### config.mk
export PLATFORM = sky130hd
export DESIGN_NAME = ring_nic
export DESIGN_NICKNAME = d
export VERILOG_FILES = /design/src/rtl/ring_pkg.sv /design/src/rtl/nic_chan_buf.sv /design/src/rtl/ring_nic.sv
export SDC_FILE = /design/constraint.sdc
export NUM_CORES = 1
export LEC_CHECK = 0
export CAP_MARGIN = 0
export CORE_MARGIN = 2
export CORE_UTILIZATION = 40
export CTS_CLUSTER_SIZE = 40
export DETAILED_ROUTE_END_ITERATION = 10
export HOLD_SLACK_MARGIN = 0.12
export PLACE_DENSITY = 0.87
export SLEW_MARGIN = 20
export SYNTH_ARGS = -nofsm -noshare
export SYNTH_HDL_FRONTEND = slang
export SYNTH_SLANG_ARGS = --single-unit
### constraint.sdc
create_clock -name clk -period 1.52 [get_ports clk]
set_input_delay 0.152 -clock clk [delete_from_list [all_inputs] [get_ports clk]]
set_output_delay 0.152 -clock clk [all_outputs]
set_load 0.05 [all_outputs]
### src/rtl/ring_pkg.sv
// ---------------------------------------------------------------------------
// ring_pkg
// Definitions shared by the bidirectional-ring router and its network
// interface (ring_nic).
//   - Data and register-address widths.
//   - Register addresses in the NIC's processor window.
//   - Bit positions of the packet fields.
//   - Channel indices used by the NIC's buffer array.
// ---------------------------------------------------------------------------
package ring_pkg;

    localparam int RING_DATA_WIDTH = 64;
    localparam int RING_ADDR_WIDTH = 2;

    // Processor register window
    localparam logic [1:0] ADDR_IN_BUF     = 2'd0;
    localparam logic [1:0] ADDR_IN_STATUS  = 2'd1;
    localparam logic [1:0] ADDR_OUT_BUF    = 2'd2;
    localparam logic [1:0] ADDR_OUT_STATUS = 2'd3;

    // Packet layout
    localparam int VC_BIT      = 63;   // 0 = even virtual channel, 1 = odd
    localparam int DIR_BIT     = 62;
    localparam int HOP_MSB     = 55;
    localparam int HOP_LSB     = 48;
    localparam int SRC_MSB     = 47;
    localparam int SRC_LSB     = 32;
    localparam int PAYLOAD_MSB = 31;
    localparam int PAYLOAD_LSB = 0;

    // NIC channel buffer indices
    localparam int NUM_CHAN = 2;
    localparam int CH_IN    = 0;
    localparam int CH_OUT   = 1;

    // Buffer occupancy, for readability where a state name helps
    typedef enum logic {
        BUF_EMPTY = 1'b0,
        BUF_FULL  = 1'b1
    } buf_state_e;

endpackage

### src/rtl/nic_chan_buf.sv
// ---------------------------------------------------------------------------
// nic_chan_buf
// One packet-wide register plus an occupancy flag. This is a two-state
// EMPTY/FULL controller.
//   clk    in   system clock
//   reset  in   synchronous active-high reset; clears the data and the flag
//   load   in   capture d and mark the buffer full
//   clear  in   mark the buffer empty; the data is kept
//   d      in   WIDTH  data to capture
//   q      out  WIDTH  stored data
//   full   out  occupancy flag
// If load and clear are both asserted, load wins. A packet that arrives in
// the same cycle as a clear is therefore never lost.
// ---------------------------------------------------------------------------
module nic_chan_buf
    import ring_pkg::*;
#(
    parameter int WIDTH = 64
) (
    input  logic             clk,
    input  logic             reset,
    input  logic             load,
    input  logic             clear,
    input  logic [WIDTH-1:0] d,
    output logic [WIDTH-1:0] q,
    output logic             full
);

    logic [WIDTH-1:0] data_reg;
    logic [WIDTH-1:0] data_next;
    buf_state_e       state_reg;
    buf_state_e       state_next;

    always_comb begin
        data_next  = data_reg;
        state_next = state_reg;
        if (load) begin
            data_next  = d;
            state_next = BUF_FULL;
        end else if (clear) begin
            state_next = BUF_EMPTY;
        end
    end

    always_ff @(posedge clk) begin
        if (reset) begin
            data_reg  <= '0;
            state_reg <= BUF_EMPTY;
        end else begin
            data_reg  <= data_next;
            state_reg <= state_next;
        end
    end

    assign q    = data_reg;
    assign full = (state_reg == BUF_FULL);

endmodule

### src/rtl/ring_nic.sv
// ---------------------------------------------------------------------------
// ring_nic
// Network interface between a processor and the PE port of a
// bidirectional-ring router.
//
// Processor side:
//   addr     in   ADDR_WIDTH  register select
//                             0 = in_buf, 1 = in_status,
//                             2 = out_buf, 3 = out_status
//   d_in     in   DATA_WIDTH  write data
//   d_out    out  DATA_WIDTH  read data (combinational)
//   nicEn    in   access enable
//   nicWrEn  in   1 = write, 0 = read
//
// Router side, toward the router's PE input:
//   net_so        out  send strobe
//   net_ro        in   router ready
//   net_do        out  DATA_WIDTH packet
//   net_polarity  in   0 = even cycle, 1 = odd cycle
//
// Router side, from the router's PE output:
//   net_si   in   send strobe
//   net_ri   out  NIC ready (~in_full)
//   net_di   in   DATA_WIDTH packet
//
// Buffers:
//   - The output buffer is loaded by a processor write to out_buf. It is
//     drained when the router accepts the packet on a cycle whose polarity
//     matches the packet's VC bit.
//   - The input buffer is loaded from the router. It is drained by a
//     processor read of in_buf (read-to-clear).
// ---------------------------------------------------------------------------
module ring_nic
    import ring_pkg::*;
#(
    parameter int DATA_WIDTH = RING_DATA_WIDTH,
    parameter int ADDR_WIDTH = RING_ADDR_WIDTH,
    parameter int VC_BIT     = ring_pkg::VC_BIT
) (
    input  logic                  clk,
    input  logic                  reset,
    // processor register window
    input  logic [ADDR_WIDTH-1:0] addr,
    input  logic [DATA_WIDTH-1:0] d_in,
    output logic [DATA_WIDTH-1:0] d_out,
    input  logic                  nicEn,
    input  logic                  nicWrEn,
    // injection toward the router
    output logic                  net_so,
    input  logic                  net_ro,
    output logic [DATA_WIDTH-1:0] net_do,
    input  logic                  net_polarity,
    // ejection from the router
    input  logic                  net_si,
    output logic                  net_ri,
    input  logic [DATA_WIDTH-1:0] net_di
);

    logic [NUM_CHAN-1:0]   chan_load;
    logic [NUM_CHAN-1:0]   chan_clear;
    logic [NUM_CHAN-1:0]   chan_full;
    logic [DATA_WIDTH-1:0] chan_d [NUM_CHAN];
    logic [DATA_WIDTH-1:0] chan_q [NUM_CHAN];

    logic rd_en;
    logic wr_en;
    logic in_full;
    logic out_full;
    logic [DATA_WIDTH-1:0] in_buf;
    logic [DATA_WIDTH-1:0] out_buf;

    assign rd_en    = nicEn & ~nicWrEn;
    assign wr_en    = nicEn & nicWrEn;
    assign in_full  = chan_full[CH_IN];
    assign out_full = chan_full[CH_OUT];
    assign in_buf   = chan_q[CH_IN];
    assign out_buf  = chan_q[CH_OUT];

    // ---------------- channel buffers ----------------
    genvar gi;
    generate
        for (gi = 0; gi < NUM_CHAN; gi++) begin : g_chan
            nic_chan_buf #(
                .WIDTH (DATA_WIDTH)
            ) u_buf (
                .clk   (clk),
                .reset (reset),
                .load  (chan_load[gi]),
                .clear (chan_clear[gi]),
                .d     (chan_d[gi]),
                .q     (chan_q[gi]),
                .full  (chan_full[gi])
            );
        end
    endgenerate

    // ---------------- injection ----------------
    // A packet may only leave on the cycle that belongs to its own virtual
    // channel. This keeps even and odd traffic on separate router slots.
    assign net_so = out_full & net_ro & (out_buf[VC_BIT] == net_polarity);
    assign net_do = net_so ? out_buf : '0;

    // A write that arrives while the buffer is full is dropped. This
    // includes the cycle in which the packet is leaving: a new write is
    // accepted only from the next cycle.
    assign chan_load[CH_OUT]  = wr_en & (addr == ADDR_WIDTH'(ADDR_OUT_BUF)) & ~out_full;
    assign chan_clear[CH_OUT] = net_so;
    assign chan_d[CH_OUT]     = d_in;

    // ---------------- ejection ----------------
    // Capture is gated by net_ri. A strobe from the router while the buffer
    // is full is a protocol violation and leaves in_buf untouched.
    assign net_ri            = ~in_full;
    assign chan_load[CH_IN]  = net_si & ~in_full;
    assign chan_clear[CH_IN] = rd_en & (addr == ADDR_WIDTH'(ADDR_IN_BUF));
    assign chan_d[CH_IN]     = net_di;

    // ---------------- processor read mux ----------------
    always_comb begin
        d_out = '0;
        if (rd_en) begin
            case (addr)
                ADDR_WIDTH'(ADDR_IN_BUF):     d_out = in_buf;
                ADDR_WIDTH'(ADDR_IN_STATUS):  d_out = {{(DATA_WIDTH-1){1'b0}}, in_full};
                ADDR_WIDTH'(ADDR_OUT_STATUS): d_out = {{(DATA_WIDTH-1){1'b0}}, out_full};
                default:                      d_out = '0;  // out_buf is write-only
            endcase
        end
    end

endmodule
# Yosys cells after proc, flatten, opt, wreduce, memory -nomap -nowiden
# Index checks and enable logic that the tools add are counted.
# totals
reg_bits,130
in_bits,137
out_inout_bits,130
word_cells,29
# classes
n_eq_ne,4
mux,7
bitwise,11
reduce_logical,3
# op_table
cell,n
one-hot mux 64 bit (3 select lines),1
two-way mux 64 bit,2
bitwise AND 1 bit,8
equality test 2 bit (second input constant),2
two-way mux 1 bit,4
nonzero test 2 bit,2
NOT 1 bit,3
equality test 2 x 1 -> 1 bit (second input constant),1
logical NOT 2 bit,1
equality test 1 bit,1

# Logic depth before layout (Yosys ltp)
# Gate-level depths: netlist (run 1).
# depth
ltp_word,5
depth_mapped,5
mapped_depth_nobuf,3

# By module
# From an unflattened synthesis (run 1), not the netlist that was laid out.
# hier_totals
hier_cells,580
area_unflattened_um2,5744.3
# by_module_without_submodules
mod,instances,cells_per_inst,area_per_inst_um2,seq_area_each_um2
nic_chan_buf,2,210,2344.7,1301.2
ring_nic,1,160,1054.8,0.0

# Worst setup path after synthesis (run 1)
# OpenSTA, ideal clock, no wires.
# synth_path
kind,reg-to-output
start,reg g_chan[1].u_buf.data_reg[63]
end,out net_do[54]
t_arrival_ns,1.738
required_ns,1.368
setup_slack_ns,-0.370
stages_incl_launch_ff,5
path_buffers,1
cell_sequence,dfxtp_1 -> xnor2_1 -> and3_1 -> clkbuf_1 -> and2_1
# synth_via
elab_chain_len,3
# synth_rtl
element,line_no,rtl
from (decl),nic_chan_buf.sv:29,logic [WIDTH-1:0] data_reg;
from (signal assigned),nic_chan_buf.sv:50,data_reg <= data_next;
equality test 1 bit,ring_nic.sv:100,assign net_so = out_full & net_ro & (out_buf[VC_BIT] == net_polarity);
bitwise AND 1 bit,ring_nic.sv:100,
named net net_so,ring_nic.sv:49,"output logic net_so,"
two-way mux 64 bit,ring_nic.sv:101,assign net_do = net_so ? out_buf : '0;
to (decl),ring_nic.sv:51,"output logic [DATA_WIDTH-1:0] net_do,"
# The timed path passes the listed nets, and every way through them passes these cells.

# Worst setup path after layout (run 1)
# layout_path
start,reg g_chan[1].u_buf.data_reg[63]
end,out net_do[45]
# layout_via
elab_chain_len,3
# layout_rtl
element,line_no
equality test 1 bit,ring_nic.sv:100
bitwise AND 1 bit,ring_nic.sv:100
two-way mux 64 bit,ring_nic.sv:101
# No other way between the ends.

==> impl_results.md, run 1 <==
- Status: complete, but fails checks
- Failing checks: negative setup slack
- Die Ht: 127 um
- Seq/Total Area, Yosys: 0.429
- Final min period: between 1.5 and 2 ns
- GRT Total Usage: 0.256
- DP HPWL: 13400 um
- PD cells: between 700 and 800 nW/um^2
- Leakage: between 4 and 5 nW
- Effective utilization at floorplan: 0.404
- Syn-to-layout area delta: 91.1%
- Switching pwr: roughly 2.1 mW
- Setup TNS: -24.52 ns
- Vias in the first global route: between 6000 and 7000
- Post-synth net total: roughly 850
- Netlist cell types: 25
- Final Wtd Congestion: approximately 0.77
- TritonRoute pass-1 iters: 4
- Pwr Total: about 9 mW
- Yosys reg bits: 130
- Antenna violations before repair: 0
- Final antenna-violating net count: 0
- Largest net degree at the start of global routing: 48
- Slew Limit Fails: 0
- R2R setup slack: ~0.17 ns
- Hold Fails Final Rpt: 0
- Part of the power in the clock network: 0.479
- Worst skew pair latency: just over 0.4 ns
- Worst EP required: 1.37 ns
- Reg-to-reg startpoint: g_chan[0].u_buf.full$_SDFFE_PP0P_
- CTS H-tree lvls: 4
- Cts hold-fix bufs: 0
- Most frequent cells in the layout: buf_12, clkdlybuf4s50_1, nand2_1, nand2b_1, dfxtp_1
- Core area: around 15000 um^2
- Metal-1 WL: 8160 um
- Inserted Clock Buffers: 17
- CTS clock-pin slew for the worst setup and hold paths: approximately 0.06 ns
- Most common cell after layout, fill and taps aside: buf_12
- Nets@finish: 1131
- RSZ-0062 raised after global routing: yes
- Routed len/inst: between 15 and 20 um
- Worst Hold Class: input pin to flip-flop
- R2R cell count: 5
- PortBufs: roughly 270
- Internal power: roughly 7.0 mW
- Share of post-route cells with drive strength above 1: 0.318
- Sequential share of power: 0.399
- FF-to-FF End: g_chan[0].u_buf.q[54]$_SDFFE_PP0P_
- Place WS: -0.261 ns
- Hold Path End: g_chan[0].u_buf.q[9]$_SDFFE_PP0P_
- Switching power share of the total: 0.232
- GR Overflow Total: 0
- Met2 Wirelength: between 10000 and 15000 um
- Root Driver: clkbuf_16
- Startpoint Class: flip-flop
- CTS tree: yes
- Cells after Synth: just over 700
- Clock Path Buffers: 2
- Die width: between 100 and 150 um
- Hold Slack: approximately 0.28 ns
- Hold Crit Start: net_di[9]
- Logic pwr share: 0.123
- Final core occ: 0.772
- Yosys warning count: 0
- Crit Path Class: flip-flop to primary output
- Fmax: 519 MHz
- DRC violations left: 0
- CTS Sinks: between 100 and 150
- Final setup margin: -0.407 ns
- Vias per std cell: a little under 5
- ANT cells: 0
- Worst-path maximum fanout: 8
- Via count: about 5900
- Rel. slew slack: 0.753
- Peak supply drop: ~0.7 mV
- WP data arrival: approximately 1.8 ns
- Synthesized area per cell: between 8 and 9 um^2
- Die area: about 16000 um^2
- Final Skew: between 0.01 and 0.015 ns
- Worst hold path cell count: 3
- Max_cap viols: 0
- Initial DRC Count: 265
- Post-Syn Area: ~6000 um^2
- Period utilization: 1.27
- Setup Viol. Count Final: 65
- First-pass GRT wire length: roughly 32000 um
- I/O Pins: roughly 270
- Highest Signal Layer: met4
- Final WL: about 21000 um
- Worst slew pin tran: 0.371 ns
- Crit end category: primary output
- Rows: 45
- Met3 Routed Length: approximately 1700 um
[logic make-up (layout without fill, tap and decap cells)]
| group | after synthesis | after routing | share of synthesized area |
|---|---|---|---|
| mux | 65 | 65 | 0.107 |
| buf+inv | 56 | 350 | 0.0511 |
| compound gates | 68 | 68 | 0.0577 |
| xor+xnor | 1 | 1 | 0.00144 |
| simple gates | 392 | 392 | 0.354 |
| flops | 130 | 130 | 0.429 |
[metal layers]
| metal | up-vias | GRT usage |
|---|---|---|
| met5 | - | 0 |
| met4 | 0 | 0.105 |
| met3 | 48 | 0.0812 |
| met2 | 264 | 0.458 |
| met1 | 2773 | 0.279 |
| li1 | 2830 | - |
[worst max path at each step]
stage / from / end / slack, ns
floorplan: g_chan[1].u_buf.q[63]$_SDFFE_PP0P_ / net_do[54] / 0.04
global placement: net_polarity / net_do[9] / -0.28
detailed placement: nicWrEn / d_out[29] / -0.26
global route: g_chan[1].u_buf.q[63]$_SDFFE_PP0P_ / net_do[49] / -0.46
CTS: g_chan[1].u_buf.q[63]$_SDFFE_PP0P_ / net_do[57] / -0.37
finish: g_chan[1].u_buf.q[63]$_SDFFE_PP0P_ / net_do[45] / -0.41
[synth_stat cells]
cell type  instances  area share
a21oi_1           64       0.053
o21ba_2            1      0.0016
and3_1             1      0.0010
buf_4              1      0.0012
dfxtp_1          130        0.43
nor4b_4            1      0.0039
nor2b_1            1      0.0010
clkbuf_2           6      0.0049
and3b_1            1      0.0014
buf_8              5       0.012
nand4b_1           1      0.0014
buf_6              1      0.0019
nor2_1             2      0.0012
nand2_1          128       0.079
mux2i_1           65        0.11
a21boi_0           1      0.0012
clkbuf_1          22       0.014
nand3_1            1     0.00082
buf_2             20       0.016
o21ai_0            1     0.00082
a211oi_1           1      0.0012
and2_1           127        0.13
nand2b_1         129        0.13
xnor2_1            1      0.0014
inv_1              1     0.00062
[stage by stage]
step                instances  cell area, um^2
floorplan                 712             6150
global placement         1142            10400
detailed placement       1142            10400
CTS                      1192            11500
global route             1194            11600
finish                   1194            11600
[power groups by stage]
stage | clock, mW | sequential, mW | combinational [mW]
5_1_grt | 4.53 | 3.63 | 1.19
4_1_cts | 4.39 | 3.62 | 1.11
3_5_place_dp | 0 | 3.69 | 1.04
3_3_place_gp | 0 | 3.68 | 1.01
2_1_floorplan | 0 | 3.66 | 0.469
6_report | 4.35 | 3.62 | 1.12
[worst max-delay path: stages, from the launching register on]
cell,delay (ns)
dfxtp_2,0.33
xnor2_2,0.18
and3_4,0.25
buf_4,0.15
clkbuf_16,0.16
and2_4,0.16
buf_12,0.13
[cell type report]
type | instances | area [um^2]
clock inverters | 12 | 184
clock buffers | 19 | 443
flip-flops and latches | 130 | 2610
multi-input cells | 526 | 3420
well taps | 188 | 235
repair buffers | 318 | 4710
inverters | 1 | 3.75
fillers | 832 | 3430
[registers in the layout, summed over array words and instances, names as in the netlist]
register	flops
g_chan.u_buf.full	2
g_chan.u_buf.q	128
[timing repair]
item,CTS,global route
gates resized for setup,104,26
cloned,8,2
setup endpoints to repair,129,90
buffers inserted,11,1
pin swaps,17,21
Power figures use the tool's default switching activity.
==> inputs of run 2 (changes only) <==
Settings changed: TNS_END_PERCENT set to 1.
==> run 2 against run 1 <==
Net effect:
- the flow still finishes with violations (negative setup slack)
- highest routed layer unchanged
- largest power group unchanged
- cell count decreased by 1.8%
- die area unchanged
- sequential cell count unchanged
- power decreased by 0.65%
==> impl_results.md, run 2 (synthesis gave the netlist of run 1 again) <==
- Setup Viol. Count Final: 66
- R2R setup slack: approximately 0.22 ns
- Final Wtd Congestion: ~0.77
- Slowest stage delay, CP: roughly 0.36 ns
- Effective utilization at floorplan: 0.404
- Final setup margin: -0.331 ns
- Worst setup startpoint: g_chan[1].u_buf.q[63]$_SDFFE_PP0P_
- GR Overflow Total: 0
- DRC violations left: 0
- CTS H-tree lvls: 4
- DP HPWL: approximately 13000 um
- Initial DRC Count: just over 300
- RSZ-0062 raised after global routing: yes
- Status: complete, but fails checks
- Startpoint Class: flip-flop
- Max_cap viols: 0
- Vias per std cell: 4.78
- Die area: 16200 um^2
- Crit end category: primary output
- Period utilization: 1.22
- Final WL: between 15000 and 20000 um
- PortBufs: between 200 and 300
- Reg-to-reg startpoint: g_chan[0].u_buf.full$_SDFFE_PP0P_
- Hold Slack: ~0.21 ns
- Clock Path Buffers: 2
- Most common cell after layout, fill and taps aside: buf_12
- Slowest library cell on the worst path: dfxtp_2
- Worst EP required: between 1 and 1.5 ns
- Fillers: just over 900
- First-pass GRT wire length: roughly 29000 um
- Peak supply drop: ~0.65 mV
- Syn-to-layout area delta: 82.9%
- Worst Setup EP: net_do[31]
- CP delay by family, top: simple AND/OR/NAND/NOR gates
- Most frequent cells in the layout: buf_12, clkdlybuf4s50_1, nand2_1, nand2b_1, dfxtp_1
- GRT Total Usage: 0.229
- Final min period: between 1.5 and 2 ns
- Hold Fails Final Rpt: 0
- I/O Pins: 267
- Worst slew pin tran: approximately 0.3 ns
- Die Ht: between 100 and 150 um
- CTS tree: yes
- WP depth: 5
- Final antenna-violating net count: 0
- Via count: 5600
- R2R cell count: 4
- Place WS: -0.270 ns
- Failing checks: negative setup slack
- Die width: 127 um
- Worst-path maximum fanout: 26
- Routed len/inst: about 16 um
- Slew Limit Fails: 0
- Leakage: 4.27 nW
- Worst Hold Class: input pin to flip-flop
- PD cells: approximately 810 nW/um^2
- Share of post-route cells with drive strength above 1: 0.243
- Post-CTS Setup Bufs: 0
- Rel. slew slack: 0.794
- CTS clock-pin slew for the worst setup and hold paths: 0.06 ns
- Root Driver: clkbuf_16
- WP buf/inv: 2
- Antenna violations before repair: 0
- TritonRoute pass-1 iters: 4
- CTS Sinks: 130
- Fmax: about 540 MHz
- Core area: 15000 um^2
- CP most frequent cell: buf_12
- ANT cells: 0
- Rows: 45
- Vias in the first global route: roughly 5600
- Nets@finish: 1109
- Worst skew pair latency: approximately 0.41 ns
- Final Skew: around 0.0064 ns
- Crit path cell chain: xnor2_2 > and3_4 > buf_12 > and2_1 > buf_12
- FF-to-FF End: g_chan[0].u_buf.q[15]$_SDFFE_PP0P_
- Inserted Clock Buffers: 17
- Largest net degree at the start of global routing: 86
- Crit Path Class: flip-flop to primary output
- Max reg flops: between 100 and 150
- WP data arrival: between 1.5 and 2 ns
-- run 2: repair_timing --
item | 4_1_cts | 5_1_grt
setup endpoints to repair | 129 | 129
cloned | 1 | 0
pin swaps | 31 | 1
gates resized for setup | 45 | 8
hold buffers | 0 | 0
-- run 2: layout make-up --
type / count / area, um^2 / area share
Inverter: 1 / 3.75 / 0.000338
Timing Repair Buffer: 296 / 4340 / 0.391
Clock buffer: 22 / 484 / 0.0436
Sequential cell: 130 / 2610 / 0.235
Clock inverter: 9 / 153 / 0.0137
Multi-Input combinational cell: 526 / 3280 / 0.295
Tap cell: 188 / 235 / 0.0212
-- run 2: worst min path at each step --
stage	from	to	slack, ns	cells after the start
5_1_grt	reset	g_chan[1].u_buf.full$_SDFFE_PP0P_	0.21	2
4_1_cts	reset	g_chan[1].u_buf.full$_SDFFE_PP0P_	0.19	2
3_5_place_dp	g_chan[0].u_buf.q[59]$_SDFFE_PP0P_	g_chan[0].u_buf.q[59]$_SDFFE_PP0P_	0.44	2
2_1_floorplan	net_di[10]	g_chan[0].u_buf.q[10]$_SDFFE_PP0P_	0.29	2
6_report	reset	g_chan[1].u_buf.full$_SDFFE_PP0P_	0.21	2
3_3_place_gp	g_chan[0].u_buf.q[41]$_SDFFE_PP0P_	g_chan[0].u_buf.q[41]$_SDFFE_PP0P_	0.44	2
-- run 2: layer usage --
| layer | track usage | part of all wire |
|---|---|---|
| met3 | 0.0984 | 0.10 |
| met4 | 0.0853 | 0.019 |
| met5 | 0 | 0 |
| met1 | 0.257 | 0.39 |
| met2 | 0.386 | 0.49 |
-- run 2: through the flow --
step                      cell area, um^2  total power [mW]  TNS (ns)  instances  utilization
final                               11100              9.03    -19.38       1172        0.739
after floorplan                      6070              4.13     -2.15        712            -
after global routing                11100              9.36    -24.58       1172        0.739
after global placement              10300              4.67    -39.46       1140        0.688
after CTS                           11100              9.11    -22.16       1172        0.739
after detailed placement            10300              4.71    -40.46       1140        0.688
-- run 2: power by group --
group | leakage [nW] | internal (mW) | switching (mW)
combinational | 2.90 | 0.601 | 0.434
sequential | 1.06 | 3.55 | 0.0712
clock | 0.304 | 2.90 | 1.47
total | 4.27 | 7.05 | 1.98
==> inputs of run 3 (changes only) <==
Settings changed: CORE_UTILIZATION 40 to 38.
Clock period 1.52 ns to 1.6 ns, I/O delays scaled along.
==> run 3 against run 2 <==
Net effect:
- the flow still finishes with violations (negative setup slack)
- wire length rose by 3.3%
- via count is 3.3% higher
- cell count rose by 2.7%
- design area is 1.4% higher
- critical path depth up 1
- hold slack improved by 0.052 ns
- first-iteration DRC count fell by 19%
- clock skew rose by 0.0021 ns
- clock power is 5.7% lower
- utilization shrank 2.4 points
- die area grew 5.1%
- combinational power shrank 5%
- largest power group unchanged
==> impl_results.md, run 3 (synthesis gave the netlist of run 1 again) <==
- Status: complete, but fails checks
- Failing checks: negative setup slack
- Final antenna-violating net count: 0
- Final setup margin: -0.271 ns
- Rel. slew slack: 0.802
- Part of the power in the clock network: 0.483
- Initial DRC Count: 250
- Worst Hold Class: input pin to flip-flop
- Met1 GRT Util: 0.259
- Switching pwr: 1.98 mW
- TritonRoute pass-1 iters: 5
- Max reg flops: roughly 130
- CTS Sinks: 130
- Hold Crit Start: reset
- Effective utilization at floorplan: 0.385
- Die Ht: between 100 and 150 um
- CTS clock-pin slew for the worst setup and hold paths: 0.06 ns
- Period utilization: 1.17
- GR Overflow Total: 0
- Inserted Clock Buffers: 17
- Cts hold-fix bufs: 0
- Rows: 46
- CTS tree: yes
- Worst slew pin tran: approximately 0.30 ns
- First-pass GRT wire length: ~29000 um
- Final WL: roughly 19000 um
- Final Cell Area: about 11000 um^2
- WP data arrival: approximately 1.7 ns
- Most used routing layer in global routing: met2
- Core area: roughly 16000 um^2
- Final core occ: 0.714
- Via count: ~5800
- Nets@finish: about 1100
- Area after DPL: about 10000 um^2
- Vias per std cell: between 4 and 5
- Final min period: about 1.9 ns
- Worst skew pair latency: between 0.4 and 0.5 ns
- Worst EP required: 1.44 ns
- DP HPWL: around 13000 um
- Die width: about 130 um
- PortBufs: roughly 270
- Grt met2 use: 0.371
- PD cells: 760 nW/um^2
- Setup Viol. Count Final: between 60 and 70
- Clock Path Buffers: 2
- Final Skew: ~0.0084 ns
- Setup TNS: -14.92 ns
- Crit end category: primary output
- Place WS: -0.206 ns
- Max_cap viols: 0
- Final Wtd Congestion: 0.778
- Slew Limit Fails: 0
- Hold Fails Final Rpt: 0
- GRT Total Usage: 0.220
- Vias in the first global route: between 5000 and 6000
- Leakage: between 4 and 5 nW
- Antenna violations before repair: 2
- Peak supply drop: roughly 0.67 mV
- M3 GR Usage: 0.0782
- Routed len/inst: 15.8 um
- Most common cell after layout, fill and taps aside: buf_12
- Worst setup startpoint: g_chan[1].u_buf.q[63]$_SDFFE_PP0P_
- I/O Pins: roughly 270
- Switching power share of the total: 0.231
- Fmax: about 530 MHz
- Crit Path Class: flip-flop to primary output
- Reg-to-reg startpoint: g_chan[0].u_buf.full$_SDFFE_PP0P_
- Logic pwr share: 0.115
- CTS H-tree lvls: 4
- Worst-path maximum fanout: 9
- Internal power: around 6.6 mW
- Sequential share of power: 0.402
- DRC violations left: 0
- Root Driver: clkbuf_16
- Startpoint Class: flip-flop
- Die area: approximately 17000 um^2
- Share of post-route cells with drive strength above 1: 0.271
- Syn-to-layout area delta: 85.5%
- Largest net degree at the start of global routing: 87
- Most frequent cells in the layout: buf_12, clkdlybuf4s50_1, nand2_1, nand2b_1, dfxtp_1
- RSZ-0062 raised after global routing: yes
run 3: cell types whose count changed in the layout (fill, tap and decap cells not counted), moves of 3 or more:
| cell | delta |
|---|---|
| and2_1 | -27 |
| and2_4 | +27 |
| clkbuf_2 | -3 |
| clkbuf_8 | -3 |
| dlygate4sd2_1 | +3 |
run 3: layout make-up:
class	instances	area (um^2)
Tap cell	216	270
Clock buffer	18	439
Timing Repair Buffer	298	4410
Fill cell	1002	4510
Inverter	1	3.75
Antenna cell	2	5.00
Multi-Input combinational cell	526	3340
Clock inverter	13	185
Sequential cell	130	2610
run 3: worst paths after layout:
check             cells past startpoint  slack, ns                                  to
setup / recovery                      6      -0.27                           net_do[9]
hold / removal                        3       0.26  g_chan[0].u_buf.q[53]$_SDFFE_PP0P_
setup reg to reg                      4       0.37  g_chan[0].u_buf.q[22]$_SDFFE_PP0P_
hold reg to reg                       2       0.45  g_chan[0].u_buf.q[48]$_SDFFE_PP0P_
run 3: layer usage:
metal,part of all wire,vias to the layer above
met3,0.10,29
met5,0,-
met1,0.38,2706
met2,0.49,279
met4,0.018,0
li1,-,2772
run 3: timing repair:
| item | in CTS | in global routing |
|---|---|---|
| cloned | 1 | 1 |
| pin swaps | 18 | 24 |
| endpoints found under the setup margin | 129 | 121 |
| gates resized for setup | 73 | 7 |
| setup buffers | 3 | 0 |
run 3: critical path, cell delays in order (launching register included):
cell       delay [ns]
dfxtp_2          0.33
xnor2_2          0.15
and3_4           0.25
buf_6            0.13
clkbuf_16        0.16
and2_4           0.15
buf_12           0.13
run 3: metrics by stage:
| step | total power [mW] | hold WS, ns | cells |
|---|---|---|---|
| global placement | 4.45 | 0.437 | 1166 |
| detailed placement | 4.48 | 0.443 | 1166 |
| floorplan | 3.92 | 0.296 | 712 |
| global route | 8.84 | 0.264 | 1203 |
| finish | 8.56 | 0.265 | 1204 |
| CTS | 8.58 | 0.243 | 1201 |
run 3: power groups by stage:
| stage | logic, mW | registers (mW) | clock network, mW |
|---|---|---|---|
| 2_1_floorplan | 0.445 | 3.48 | 0 |
| 3_3_place_gp | 0.943 | 3.51 | 0 |
| 3_5_place_dp | 0.970 | 3.51 | 0 |
| 4_1_cts | 0.983 | 3.44 | 4.16 |
| 5_1_grt | 1.06 | 3.46 | 4.32 |
| 6_report | 0.983 | 3.44 | 4.13 |
